--- src/rtl/branch_update_queue.sv ---
// Purpose: in-order queue of predicted branches; retires resolved ones (up to 2/cycle) to the predictor.
// Latency: allocation is visible next cycle; a resolution at the head retires combinationally the following cycle.
// Backpressure: bq_full (fewer than 2 free) drops all allocations that cycle, so fetch must stall.
//
// Ports:
//   clock, reset            - single clock, synchronous active-high reset
//   alloc{1,2}_*            - fetch allocation (slot 2 is younger); alloc{1,2}_tag give the assigned tags
//   bq_full, bq_empty       - combinational occupancy flags
//   ex_{valid,tag,taken}{1,2} - out-of-order resolutions by tag (port 2 wins on a tag collision)
//   branch_{valid,pc,result}{1,2} - predictor update, oldest first
//   mispredict, mispredict_pc, mispredict_taken - flush pulse and the offending branch
//   stat_retired, stat_mispred - saturating counters, built only when BQ_STATS_EN is defined
module branch_update_queue #(
  parameter  int DEPTH = 8,
  localparam int TW    = $clog2(DEPTH)
) (
  input  logic          clock,
  input  logic          reset,
  input  logic          alloc1_valid,
  input  logic [63:0]   alloc1_pc,
  input  logic          alloc1_pred,
  input  logic          alloc2_valid,
  input  logic [63:0]   alloc2_pc,
  input  logic          alloc2_pred,
  output logic [TW-1:0] alloc1_tag,
  output logic [TW-1:0] alloc2_tag,
  output logic          bq_full,
  output logic          bq_empty,
  input  logic          ex_valid1,
  input  logic [TW-1:0] ex_tag1,
  input  logic          ex_taken1,
  input  logic          ex_valid2,
  input  logic [TW-1:0] ex_tag2,
  input  logic          ex_taken2,
  output logic          branch_valid1,
  output logic [63:0]   branch_pc1,
  output logic          branch_result1,
  output logic          branch_valid2,
  output logic [63:0]   branch_pc2,
  output logic          branch_result2,
  output logic          mispredict,
  output logic [63:0]   mispredict_pc,
  output logic          mispredict_taken,
  output logic [31:0]   stat_retired,
  output logic [31:0]   stat_mispred
);

  logic [DEPTH-1:0] ent_valid;
  logic [DEPTH-1:0] ent_resolved;
  logic [DEPTH-1:0] ent_pred;
  logic [DEPTH-1:0] ent_taken;
  logic [63:0]      ent_pc [DEPTH];

  logic [TW-1:0] head;
  logic [TW-1:0] tail;
  logic [TW:0]   count;

  logic [TW-1:0] head_p1;
  logic          ret1, ret2, mis1, mis2, flush;
  logic [1:0]    n_ret, n_alloc;
  logic          alloc_ok, do_a1, do_a2;

  always_comb begin
    head_p1  = head + TW'(1);
    ret1     = ent_valid[head] & ent_resolved[head];
    mis1     = ret1 & (ent_pred[head] ^ ent_taken[head]);
    // The second slot must not retire past a mispredict: it is on the wrong path.
    ret2     = ret1 & ~mis1 & ent_valid[head_p1] & ent_resolved[head_p1];
    mis2     = ret2 & (ent_pred[head_p1] ^ ent_taken[head_p1]);
    flush    = mis1 | mis2;
    n_ret    = {1'b0, ret1} + {1'b0, ret2};

    bq_full  = count > (TW+1)'(DEPTH - 2);
    bq_empty = count == '0;

    alloc_ok = ~bq_full & ~flush;
    do_a1    = alloc1_valid & alloc_ok;
    do_a2    = alloc2_valid & alloc_ok;
    n_alloc  = {1'b0, do_a1} + {1'b0, do_a2};

    alloc1_tag = tail;
    alloc2_tag = alloc1_valid ? tail + TW'(1) : tail;

    branch_valid1  = ret1;
    branch_pc1     = ret1 ? ent_pc[head] : 64'd0;
    branch_result1 = ret1 & ent_taken[head];
    branch_valid2  = ret2;
    branch_pc2     = ret2 ? ent_pc[head_p1] : 64'd0;
    branch_result2 = ret2 & ent_taken[head_p1];

    mispredict       = flush;
    mispredict_pc    = mis1 ? ent_pc[head] : (mis2 ? ent_pc[head_p1] : 64'd0);
    mispredict_taken = mis1 ? ent_taken[head] : (mis2 & ent_taken[head_p1]);
  end

  // Updates are ordered so later statements override earlier ones:
  // resolve (port 1, then port 2), then pop/flush, then allocate.
  always_ff @(posedge clock) begin
    if (reset) begin
      ent_valid    <= '0;
      ent_resolved <= '0;
      head         <= '0;
      tail         <= '0;
      count        <= '0;
    end else begin
      for (int i = 0; i < DEPTH; i++) begin
        if (ex_valid1 && ex_tag1 == TW'(i) && ent_valid[i]) begin
          ent_resolved[i] <= 1'b1;
          ent_taken[i]    <= ex_taken1;
        end
        if (ex_valid2 && ex_tag2 == TW'(i) && ent_valid[i]) begin
          ent_resolved[i] <= 1'b1;
          ent_taken[i]    <= ex_taken2;
        end
        // A flush empties the whole queue: older entries are retiring, younger ones are squashed.
        if (flush || (ret1 && head == TW'(i)) || (ret2 && head_p1 == TW'(i))) begin
          ent_valid[i]    <= 1'b0;
          ent_resolved[i] <= 1'b0;
        end
        if (do_a1 && tail == TW'(i)) begin
          ent_valid[i]    <= 1'b1;
          ent_resolved[i] <= 1'b0;
          ent_pc[i]       <= alloc1_pc;
          ent_pred[i]     <= alloc1_pred;
        end
        if (do_a2 && alloc2_tag == TW'(i)) begin
          ent_valid[i]    <= 1'b1;
          ent_resolved[i] <= 1'b0;
          ent_pc[i]       <= alloc2_pc;
          ent_pred[i]     <= alloc2_pred;
        end
      end
      head <= head + TW'(n_ret);
      if (flush) begin
        tail  <= head + TW'(n_ret);
        count <= '0;
      end else begin
        tail  <= tail + TW'(n_alloc);
        count <= count + (TW+1)'(n_alloc) - (TW+1)'(n_ret);
      end
    end
  end

`ifdef BQ_STATS_EN
  logic [32:0] ret_sum;

  always_comb begin
    ret_sum = {1'b0, stat_retired} + 33'(n_ret);
  end

  always_ff @(posedge clock) begin
    if (reset) begin
      stat_retired <= '0;
      stat_mispred <= '0;
    end else begin
      stat_retired <= ret_sum[32] ? 32'hFFFF_FFFF : ret_sum[31:0];
      if (flush && stat_mispred != 32'hFFFF_FFFF) begin
        stat_mispred <= stat_mispred + 32'd1;
      end
    end
  end
`else
  assign stat_retired = 32'd0;
  assign stat_mispred = 32'd0;
`endif

endmodule

--- config.mk ---
export PLATFORM = sky130hd
export DESIGN_NAME = branch_update_queue
export DESIGN_NICKNAME = d
export VERILOG_FILES = /design/src/rtl/branch_update_queue.sv
export SDC_FILE = /design/constraint.sdc
export NUM_CORES = 1
export LEC_CHECK = 0
export CORE_MARGIN = 5
export CORE_UTILIZATION = 35
export DETAILED_ROUTE_END_ITERATION = 16
export PLACE_DENSITY = 0.63
export SLEW_MARGIN = 20
export SYNTH_ARGS = -nofsm -noshare
export SYNTH_HDL_FRONTEND = slang
export SYNTH_SLANG_ARGS = --single-unit
--- constraint.sdc ---
create_clock -name clock -period 6.2 [get_ports clock]
set_input_delay 0.93 -clock clock [delete_from_list [all_inputs] [get_ports clock]]
set_output_delay 0.93 -clock clock [all_outputs]
set_load 0.02 [all_outputs]
==> impl_metrics.py <==
metrics = {
    "global_route": {
        "grt_max_degree": 70,
        "antenna_found_initial": 21,
        "grt_pass1_wl_um": 159200,
        "first_global_vias": 23840,
        "use_met2_pct": 35.20,
        "top_usage_layer": "met2",
        "gr-total-overflow": 0,
        "grtUsageTotal_pct": 19.65,
        "gr-usage-met1_pct": 24.62,
        "grtUsageMet3_pct": 3.699,
    },
    "critical_path": {
        "startpoint": "head[2]",
        "rr_startpoint": "head[1]",
        "critical_path_class": "reg2out",
        "critPathLaunchType": "register",
        "arrival_ns": 5.08,
        "required_ns": 5.27,
        "cp-end-kind": "output pin",
        "r2r_slack_ns": 0.98,
        "critPathMaxFanout": 36,
    },
    "routing": {
        "drt_wl_total_um": 109000,
        "viasPerCell": 5.655,
        "num_vias": 22590,
        "drtIter0Drc": 1838,
        "dr.pass1.iters": 5,
        "routedWlPerCell_um": 27.29,
        "drc": 0,
        "postRouteAntennaNets": 0,
    },
    "synthesis": {
        "synth_cell_types": 49,
        "avgSynthCellArea_um2": 14.96,
        "yosysTopAreaCell": "edfxtp_1",
        "synth_area_mm2": 0.03532,
        "synthArstFlopShare_pct": 0,
        "ys.flop_type": "edfxtp_1",
        "synth_seq_cells": 554,
        "syn_inst": 2361,
        "ys_top_cells_by_area": "edfxtp_1 45%, mux4_2 17%, mux2_4 10%",
        "ys_top_cells_by_count": "528 x edfxtp_1, 289 x mux2_2, 268 x mux4_2",
        "synth_edf_count": 528,
        "netlist.area_leader.share_pct": 44.89,
        "synthMostInstantiatedCell": "edfxtp_1",
        "ys_seq_area_share_pct": 46.36,
        "yosys_warnings": 0,
    },
    "place": {
        "dp_cells": 3866,
        "portBuffers": 349,
        "post-dp-hpwl_um": 66420,
        "routabilityCongestion": 0.8257,
    },
    "die": {
        "die_w_um": 327.7,
        "rows": 116,
        "die_height_um": 327.7,
        "die-area_mm2": 0.1074,
        "initial_core_util_pct": 35.27,
        "pin_count": 414,
        "coreArea_mm2": 0.1001,
    },
    "clock_tree": {
        "cts_inserted_buffers": 61,
        "clock_sinks": 554,
        "post_cts_buffers": 0,
        "insertion_delay_ns": 0.66,
        "cts_tree": "yes",
        "cts-hold-fix-buffers": 0,
        "clkTransAtPathRegs_ns": 0.06,
        "cts_resized": 0,
        "cts_buffer_depth": 3,
        "root_buffer": "clkbuf_16",
        "htreeDepth": 2,
    },
    "sta": {
        "timing.fmax_mhz": 166.3,
        "hold_ws_ns": 0.5684,
        "finalCritPeriodShare_pct": 96.99,
        "rsz0062_at_grt": "false",
        "max_slew.worst_pin.slew_ns": 0.9977,
        "finalSetupViolCount": 0,
        "clock_skew_ns": 0.03663,
        "slew_headroom_pct": 33.49,
        "drv_slew": 0,
        "fin_crit_ns": 6.013,
        "hold_violations": 0,
    },
    "pwr": {
        "swShare_pct": 28.51,
        "power.leakage_nw": 14.91,
        "p_int_mw": 7.594,
        "switching_power_mw": 3.028,
        "ir_drop_mv": 0.2233,
        "clockPowerShare_pct": 33.3,
        "powerDensity_mw_per_mm2": 254.0,
        "finalPower_mw": 10.62,
        "power_frac_comb_pct": 22.4,
        "power_frac_seq_pct": 44.3,
    },
    "finish": {
        "fill_cells": 9030,
        "drive_above_1_share_pct": 38.27,
        "final_cells": 3995,
        "syn_to_final_growth_pct": 18.41,
        "nets": 2802,
    },
    "job": {
        "max_cap_viol_count": 0,
    },
    "status": {
        "outcome": "finished, final reports clean",
    },
    "min_path": {
        "worstHoldPathType": "reg2reg",
        "min_from": "ent_valid[3]",
    },
}
[worst max-delay path, stage by stage (launching register included)]
cell and delay (ns):
dfxtp_1 0.62, inv_4 0.28, ha_4 0.62, nand3_1 0.12, o21ai_0 0.14, mux4_2 0.40
nand3_4 0.53, buf_12 0.41, a21oi_1 0.45, a31o_2 0.23, clkdlybuf4s50_1 0.60
[power groups by stage]
stage               Clock, mW  Sequential [mW]  Combinational, mW
floorplan                   0             4.75               1.60
CTS                      3.59             4.70               2.40
global placement            0             4.75               2.35
finish                   3.53             4.71               2.38
detailed placement          0             4.78               2.39
global route             3.73             4.73               2.53
[layout make-up]
cell class / count / area [um2] / area share, %
Timing Repair Buffer: 401 / 4021 / 9.615
Antenna cell: 16 / 40.04 / 0.09573
Sequential cell: 554 / 16380 / 39.17
Inverter: 31 / 118.9 / 0.2842
Clock inverter: 41 / 342.8 / 0.8197
Tap cell: 1298 / 1624 / 3.883
Clock buffer: 72 / 1568 / 3.748
Multi-Input combinational cell: 1582 / 17730 / 42.38
[metal layers]
layer  wire length [um]  part of all wire (%)
met5                 60                 0.055
met4               2315                   2.1
met3               7151                   6.6
met2              56000                    51
met1              43510                    40
[registers in the layout, summed over array words and instances, names as in the netlist]
| name | cells |
|---|---|
| ent_resolved | 8 |
| ent_pc | 512 |
| ent_taken | 8 |
| alloc1_tag | 3 |
| head | 3 |
| ent_valid | 8 |
| count | 4 |
| ent_pred | 8 |
[worst paths after layout]
path,to,cells after the start
max,mispredict_pc[10],10
min,ent_valid[3],2
max reg2reg,count[3],17
min reg2reg,ent_valid[3],2
[cells in the final DEF, fill, tap and decap left out, drive strengths merged, types with 3 or more instances in the layout]
master,n
a31o,64
nand3,24
a211oi,8
clkinv,37
diode,16
o311ai,6
and2,7
mux2i,69
o22ai,8
buf,52
conb,64
ha,23
o21a,6
or3,3
nand2b,79
xor2,12
clkbuf,72
mux4,268
dfxtp,26
bufinv,4
a21oi,69
inv,31
mux2,529
fa,4
o211ai,6
nor3,9
edfxtp,528
clkdlybuf4s50,349
or4,16
o21ai,14
nor2,169
nand2,104
[metrics by stage]
stage	cell area, um2	utilization [%]	setup TNS (ns)	worst slack, ns
after CTS	41790	41.72	0	0.2056
after global routing	41810	41.74	0	0.005410
final	41830	41.76	0	0.1868
after detailed placement	39870	39.82	0	0.9155
after global placement	39870	39.82	0	0.9310
after floorplan	35560	-	-101.66	-0.2273
[cell families after synthesis]
kind of cell               count (synthesis)  synth area share (%)
xor gates and xnor gates                  14                0.3472
DFF                                      554                 46.36
buffers and inverters                    288                 4.548
adders and majority gates                 27                 1.041
AOI/OAI and AO/OA                        192                 3.744
and+or+nand+nor                          419                 5.452
other                                      1               0.01062
muxes                                    866                 38.49
Power figures use the tool's default switching activity.
